===== config.mk =====
export PLATFORM = sky130hd
export DESIGN_NAME = arm_multicycle_ctrl
export DESIGN_NICKNAME = d
export VERILOG_FILES = /design/src/rtl/arm_multicycle_ctrl.sv
export SDC_FILE = /design/constraint.sdc
export NUM_CORES = 1
export LEC_CHECK = 0
export ABC_AREA = 0
export CAP_MARGIN = 15
export CELL_PAD_IN_SITES_DETAIL_PLACEMENT = 0
export CELL_PAD_IN_SITES_GLOBAL_PLACEMENT = 1
export CORE_UTILIZATION = 27
export CTS_BUF_LIST = sky130_fd_sc_hd__clkbuf_4 sky130_fd_sc_hd__clkbuf_8 sky130_fd_sc_hd__clkbuf_16
export DETAILED_ROUTE_END_ITERATION = 6
export HOLD_SLACK_MARGIN = 0.15
export PLACE_DENSITY = 0.81
export RECOVER_POWER = 100
export SLEW_MARGIN = 30
export SYNTH_ARGS = -nofsm -noshare
export SYNTH_HDL_FRONTEND = slang
export SYNTH_SLANG_ARGS = --single-unit

===== constraint.sdc =====
create_clock -name clk -period 4.4 [get_ports clk]
set_input_delay 1.32 -clock clk [delete_from_list [all_inputs] [get_ports clk]]
set_output_delay 1.32 -clock clk [all_outputs]
set_load 0.005 [all_outputs]

===== src/rtl/arm_multicycle_ctrl.sv =====
// arm_multicycle_ctrl: multicycle ARM control FSM with NZCV flags and condition-gated strobes
// Ports:
//   clk, reset            rising-edge clock, synchronous active-high reset
//   Cond, Op, Funct, Rd   instruction fields Instr[31:28], [27:26], [25:20], [15:12]
//   ALUFlags              ALU {N,Z,C,V} for the current cycle
//   PCWrite, MemWrite,    write strobes, gated by the latched condition result
//   RegWrite, IRWrite
//   AdrSrc, ResultSrc,    datapath mux selects
//   ALUSrcA, ALUSrcB
//   ImmSrc, RegSrc        extender mode and register read-address selects
//   ALUControl            ALU operation
//   Flags                 architectural NZCV register
//   State                 FSM state for debug
module arm_multicycle_ctrl #(
    parameter logic [3:0] RESET_FLAGS = 4'b0000
) (
    input  logic       clk,
    input  logic       reset,
    input  logic [3:0] Cond,
    input  logic [1:0] Op,
    input  logic [5:0] Funct,
    input  logic [3:0] Rd,
    input  logic [3:0] ALUFlags,
    output logic       PCWrite,
    output logic       MemWrite,
    output logic       RegWrite,
    output logic       IRWrite,
    output logic       AdrSrc,
    output logic [1:0] ResultSrc,
    output logic       ALUSrcA,
    output logic [1:0] ALUSrcB,
    output logic [1:0] ImmSrc,
    output logic [1:0] RegSrc,
    output logic [1:0] ALUControl,
    output logic [3:0] Flags,
    output logic [3:0] State
);
    typedef enum logic [3:0] {
        FETCH    = 4'd0,
        DECODE   = 4'd1,
        MEMADR   = 4'd2,
        MEMREAD  = 4'd3,
        MEMWB    = 4'd4,
        MEMWRITE = 4'd5,
        EXECR    = 4'd6,
        EXECI    = 4'd7,
        ALUWB    = 4'd8,
        BRANCH   = 4'd9
    } state_t;

    state_t     state, next;
    logic       condex, condex_q;
    logic       regw, memw, branch, aludec, nowrite, cvupd;
    logic [1:0] alu_op;
    logic [3:0] cmd;
    logic       n, z, c, v;

    assign cmd = Funct[4:1];
    assign {n, z, c, v} = Flags;
    assign State = state;

    always_comb begin
        condex = 1'b0;
        case (Cond)
            4'b0000: condex = z;
            4'b0001: condex = ~z;
            4'b0010: condex = c;
            4'b0011: condex = ~c;
            4'b0100: condex = n;
            4'b0101: condex = ~n;
            4'b0110: condex = v;
            4'b0111: condex = ~v;
            4'b1000: condex = c & ~z;
            4'b1001: condex = ~c | z;
            4'b1010: condex = n == v;
            4'b1011: condex = n != v;
            4'b1100: condex = ~z & (n == v);
            4'b1101: condex = z | (n != v);
            4'b1110: condex = 1'b1;
            default: condex = 1'b0;
        endcase
    end

    always_comb begin
        next = FETCH;
        case (state)
            FETCH:   next = DECODE;
            DECODE:  next = Op == 2'b01 ? MEMADR :
                            Op == 2'b00 ? (Funct[5] ? EXECI : EXECR) :
                            Op == 2'b10 ? BRANCH : FETCH;
            MEMADR:  next = Funct[0] ? MEMREAD : MEMWRITE;
            MEMREAD: next = MEMWB;
            EXECR:   next = ALUWB;
            EXECI:   next = ALUWB;
            default: next = FETCH;
        endcase
    end

    always_comb begin
        AdrSrc    = 1'b0;
        ResultSrc = 2'b00;
        ALUSrcA   = 1'b0;
        ALUSrcB   = 2'b00;
        regw      = 1'b0;
        memw      = 1'b0;
        branch    = 1'b0;
        aludec    = 1'b0;
        case (state)
            FETCH, DECODE: begin
                ALUSrcA   = 1'b1;
                ALUSrcB   = 2'b10;
                ResultSrc = 2'b10;
            end
            MEMADR:   ALUSrcB = 2'b01;
            MEMREAD:  AdrSrc = 1'b1;
            MEMWB: begin
                ResultSrc = 2'b01;
                regw      = 1'b1;
            end
            MEMWRITE: begin
                AdrSrc = 1'b1;
                memw   = 1'b1;
            end
            EXECR:    aludec = 1'b1;
            EXECI: begin
                ALUSrcB = 2'b01;
                aludec  = 1'b1;
            end
            ALUWB:    regw = ~nowrite;
            BRANCH: begin
                ALUSrcB   = 2'b01;
                ResultSrc = 2'b10;
                branch    = 1'b1;
            end
            default: ;
        endcase
    end

    // CMP shares the subtract op but never writes a register; unknown commands are inert adds
    always_comb begin
        alu_op  = 2'b00;
        nowrite = 1'b1;
        case (cmd)
            4'b0100: nowrite = 1'b0;
            4'b0010: {alu_op, nowrite} = {2'b01, 1'b0};
            4'b0000: {alu_op, nowrite} = {2'b10, 1'b0};
            4'b1100: {alu_op, nowrite} = {2'b11, 1'b0};
            4'b1010: alu_op = 2'b01;
            default: ;
        endcase
    end

    assign cvupd      = cmd == 4'b0100 || cmd == 4'b0010 || cmd == 4'b1010;
    assign ALUControl = aludec ? alu_op : 2'b00;
    assign ImmSrc     = Op == 2'b11 ? 2'b00 : Op;
    assign RegSrc     = {Op == 2'b01 & ~Funct[0], Op == 2'b10};

    // Strobes use the condition latched in DECODE, so an instruction's own flag update cannot gate it
    assign IRWrite  = ~reset & (state == FETCH);
    assign RegWrite = ~reset & regw & condex_q;
    assign MemWrite = ~reset & memw & condex_q;
    assign PCWrite  = ~reset & (state == FETCH | condex_q & (branch |
                      regw & Rd == 4'd15 & (state == ALUWB | state == MEMWB)));

    always_ff @(posedge clk) begin
        if (reset) begin
            state    <= FETCH;
            Flags    <= RESET_FLAGS;
            condex_q <= 1'b0;
        end else begin
            state <= next;
            if (state == DECODE) condex_q <= condex;
            if ((state == EXECR || state == EXECI) && Funct[0] && condex_q) begin
                Flags[3:2] <= ALUFlags[3:2];
                if (cvupd) Flags[1:0] <= ALUFlags[1:0];
            end
        end
    end
endmodule


==> results_dict.tcl <==
set metrics [dict create \
    numPortBuffers 45 \
    max_slew.worst_pin.slew_ns 0.530 \
    critPathCaptureType "primary output" \
    cts.reportedPaths.clkPinSlew_ns 0.06 \
    yosysUniqueCellTypes 40 \
    ir_drop_mv 0.132 \
    dr_wl_met3_um 176 \
    post_cts_buffers 0 \
    cts_buffers 3 \
    leakage_nw 0.515 \
    dieArea_um2 3270 \
    start_kind "input pin" \
    clock_path_buffers 2 \
    drc 1 \
    yosys_warnings 0 \
    yosysSeqAreaShare_pct 21.9 \
    worstSkewPairLatency_ns 0.25 \
    rsz0062_at_grt "no" \
    crit_fanout 2 \
    hold_class "flip-flop to flip-flop" \
    grt-ovfl-total 0 \
    postCtsHoldBufs 0 \
    hpwl_mm 1.85 \
    drtPass1Iterations 6 \
    gp_congestion 0.819 \
    yosys-top-cells-area "dfxtp_1 (22%), nor2_1 (7.3%), mux2i_1 (6.1%)" \
    met1Wirelength_mm 1.10 \
    setup_viol 0 \
    fill_cells 312 \
    syn-num-nets 135 \
    drtAntennaViolNets 0 \
    required_ns 3.08 \
    finClkSkew_ns 0.00183 \
    drt-total-wl_mm 2.43 \
    start_util_pct 29.1 \
    grt_max_degree 18 \
    synth_top_area_cell "dfxtp_1" \
    min_period_ns 4.21 \
    h-tree-depth 1 \
    drive_gt1_share_pct 7.64 \
    antenna_found_initial 0 \
    p_per_area_nw_per_um2 185 \
    track_usage_pct 16.5 \
    cp_data_arrival_time_ns 2.89 \
    grt_first_pass_wirelength_mm 4.36 \
    rows 19 \
    die_x_um 57.2 \
    area_growth_pct 58.8 \
    final-instance-count-excl-fill 188 \
    highest-signal-layer "met3" \
    fin_nets 180 \
    violations "DRC" \
    wire_per_inst_um 12.9 \
    cts_tree "built" \
    first_iter_violations 48 \
    syn_avg_cell_area_um2 7.27 \
    maxSlewViolCount 0 \
    cts.repair.resized 5 \
    placed_cells 184 \
    syn_inst 113 \
    stdcell_area_um2 1310 \
    place_area_um2 1290 \
    dr_wl_met2_mm 1.16 \
    cts_root_buf "clkbuf_4" \
    max_freq_mhz 238 \
    core_um2 2830 \
    die_h_um 57.2 \
    synth_edf_count 0 \
    antenna_cells 0 \
    async_flop_share_pct 0 \
    hold_viol 0 \
    max_slew_margin_pct 64.6 \
    synth_flop_cell "dfxtp_1" \
    worst-setup-path-type "input pin to primary output" \
    status "finished, violations left" \
    pin_count 46 \
    grt_pass1_vias 1019 \
    drv_cap 0 \
    vias 991 \
    ys_ff_latch 9 \
    finalCritPeriodShare_pct 95.6 \
    netlist.area_leader.share_pct 21.9 \
    clock-sinks 9 \
    synth_area_um2 822 \
    viasPerCell 5.27 \
]
-- state kept, by name, summed over array words and instances, names as in the netlist --
name / cells
condex_q: 1
Flags: 4
State: 4
-- through the flow --
step	TNS, ns	utilization [%]	setup slack [ns]	power, W	hold WS (ns)
global placement	-0.476	45.7	-0.311	0.000182	0.550
CTS	0	46.8	0.0950	0.000252	0.562
detailed placement	-0.510	45.7	-0.357	0.000182	0.551
finish	0	46.1	0.193	0.000242	0.562
floorplan	0	-	0.817	0.000130	0.498
global route	0	46.1	0.0484	0.000257	0.594
-- critical path: stages --
cell,delay (ns)
clkdlybuf4s50_1,0.43
or3_1,0.34
nor3_1,0.19
dlygate4sd3_1,0.60
-- cells in the final DEF (no fill, tap or decap), types with 2 or more instances in the layout --
cell type | synthesis | routed
dlygate4sd3_1 | 0 | 25
nor2_1 | 16 | 16
clkdlybuf4s50_1 | 0 | 16
dfxtp_1 | 9 | 9
nor2b_1 | 8 | 8
nand2b_1 | 7 | 7
nor3_1 | 7 | 7
nand4_1 | 5 | 5
mux2i_1 | 5 | 5
a21oi_1 | 5 | 5
nand2_1 | 4 | 4
o21ai_0 | 4 | 4
nor4_1 | 4 | 4
nand3_1 | 4 | 4
clkbuf_4 | 0 | 4
dlygate4sd2_1 | 0 | 3
buf_4 | 1 | 3
or2_2 | 2 | 2
a211oi_1 | 1 | 2
xor2_1 | 2 | 2
xnor2_1 | 2 | 2
-- power by group --
part	internal, W	switching, W	total [W]
registers	0.0000846	0.00000859	0.0000932
clock network	0.0000410	0.0000273	0.0000684
logic	0.0000470	0.0000330	0.0000800
-- layout make-up --
class,instances,area (um2),share of cell area [%]
timing repair buffer,49,468,35.9
multi-input combinational,94,584,44.8
sequential,9,180,13.8
inverter,1,3.75,0.288
clock buffer,4,30.0,2.30
tap,31,38.8,2.97
-- cells by family (layout without fill, tap and decap cells) --
kind of cell	count (synthesis)	after routing	synth area share (%)
xor+xnor	4	4	4.26
simple gates	63	63	41.6
flops	9	9	21.9
mux	6	6	7.46
compound gates	21	21	18.4
buf+inv	10	54	6.39
-- layer usage --
metal,GRT usage (%),vias to the layer above
met4,3.83,0
li1,-,497
met2,27.6,42
met3,4.31,0
met5,0,-
met1,21.5,452
-- final timing paths --
path,end,from,cells after the start,slack [ns]
min,Flags[1],Flags[1],2,0.56
max reg2reg,Flags[1],State[2],5,2.46
max,IRWrite,reset,4,0.19
min reg2reg,Flags[1],Flags[1],2,0.56
-- synthesized netlist by cell type (3+ instances only) --
cell type and count:
nor2b_1 8, nand2b_1 7, buf_2 3, clkbuf_1 3, nand2_1 4, nor2_1 16, mux2i_1 5, nor3_1 7
dfxtp_1 9, nor4_1 4, o21ai_0 4, nand4_1 5, nand3_1 4, a21oi_1 5
No activity file was read; power rests on OpenSTA's default activity.
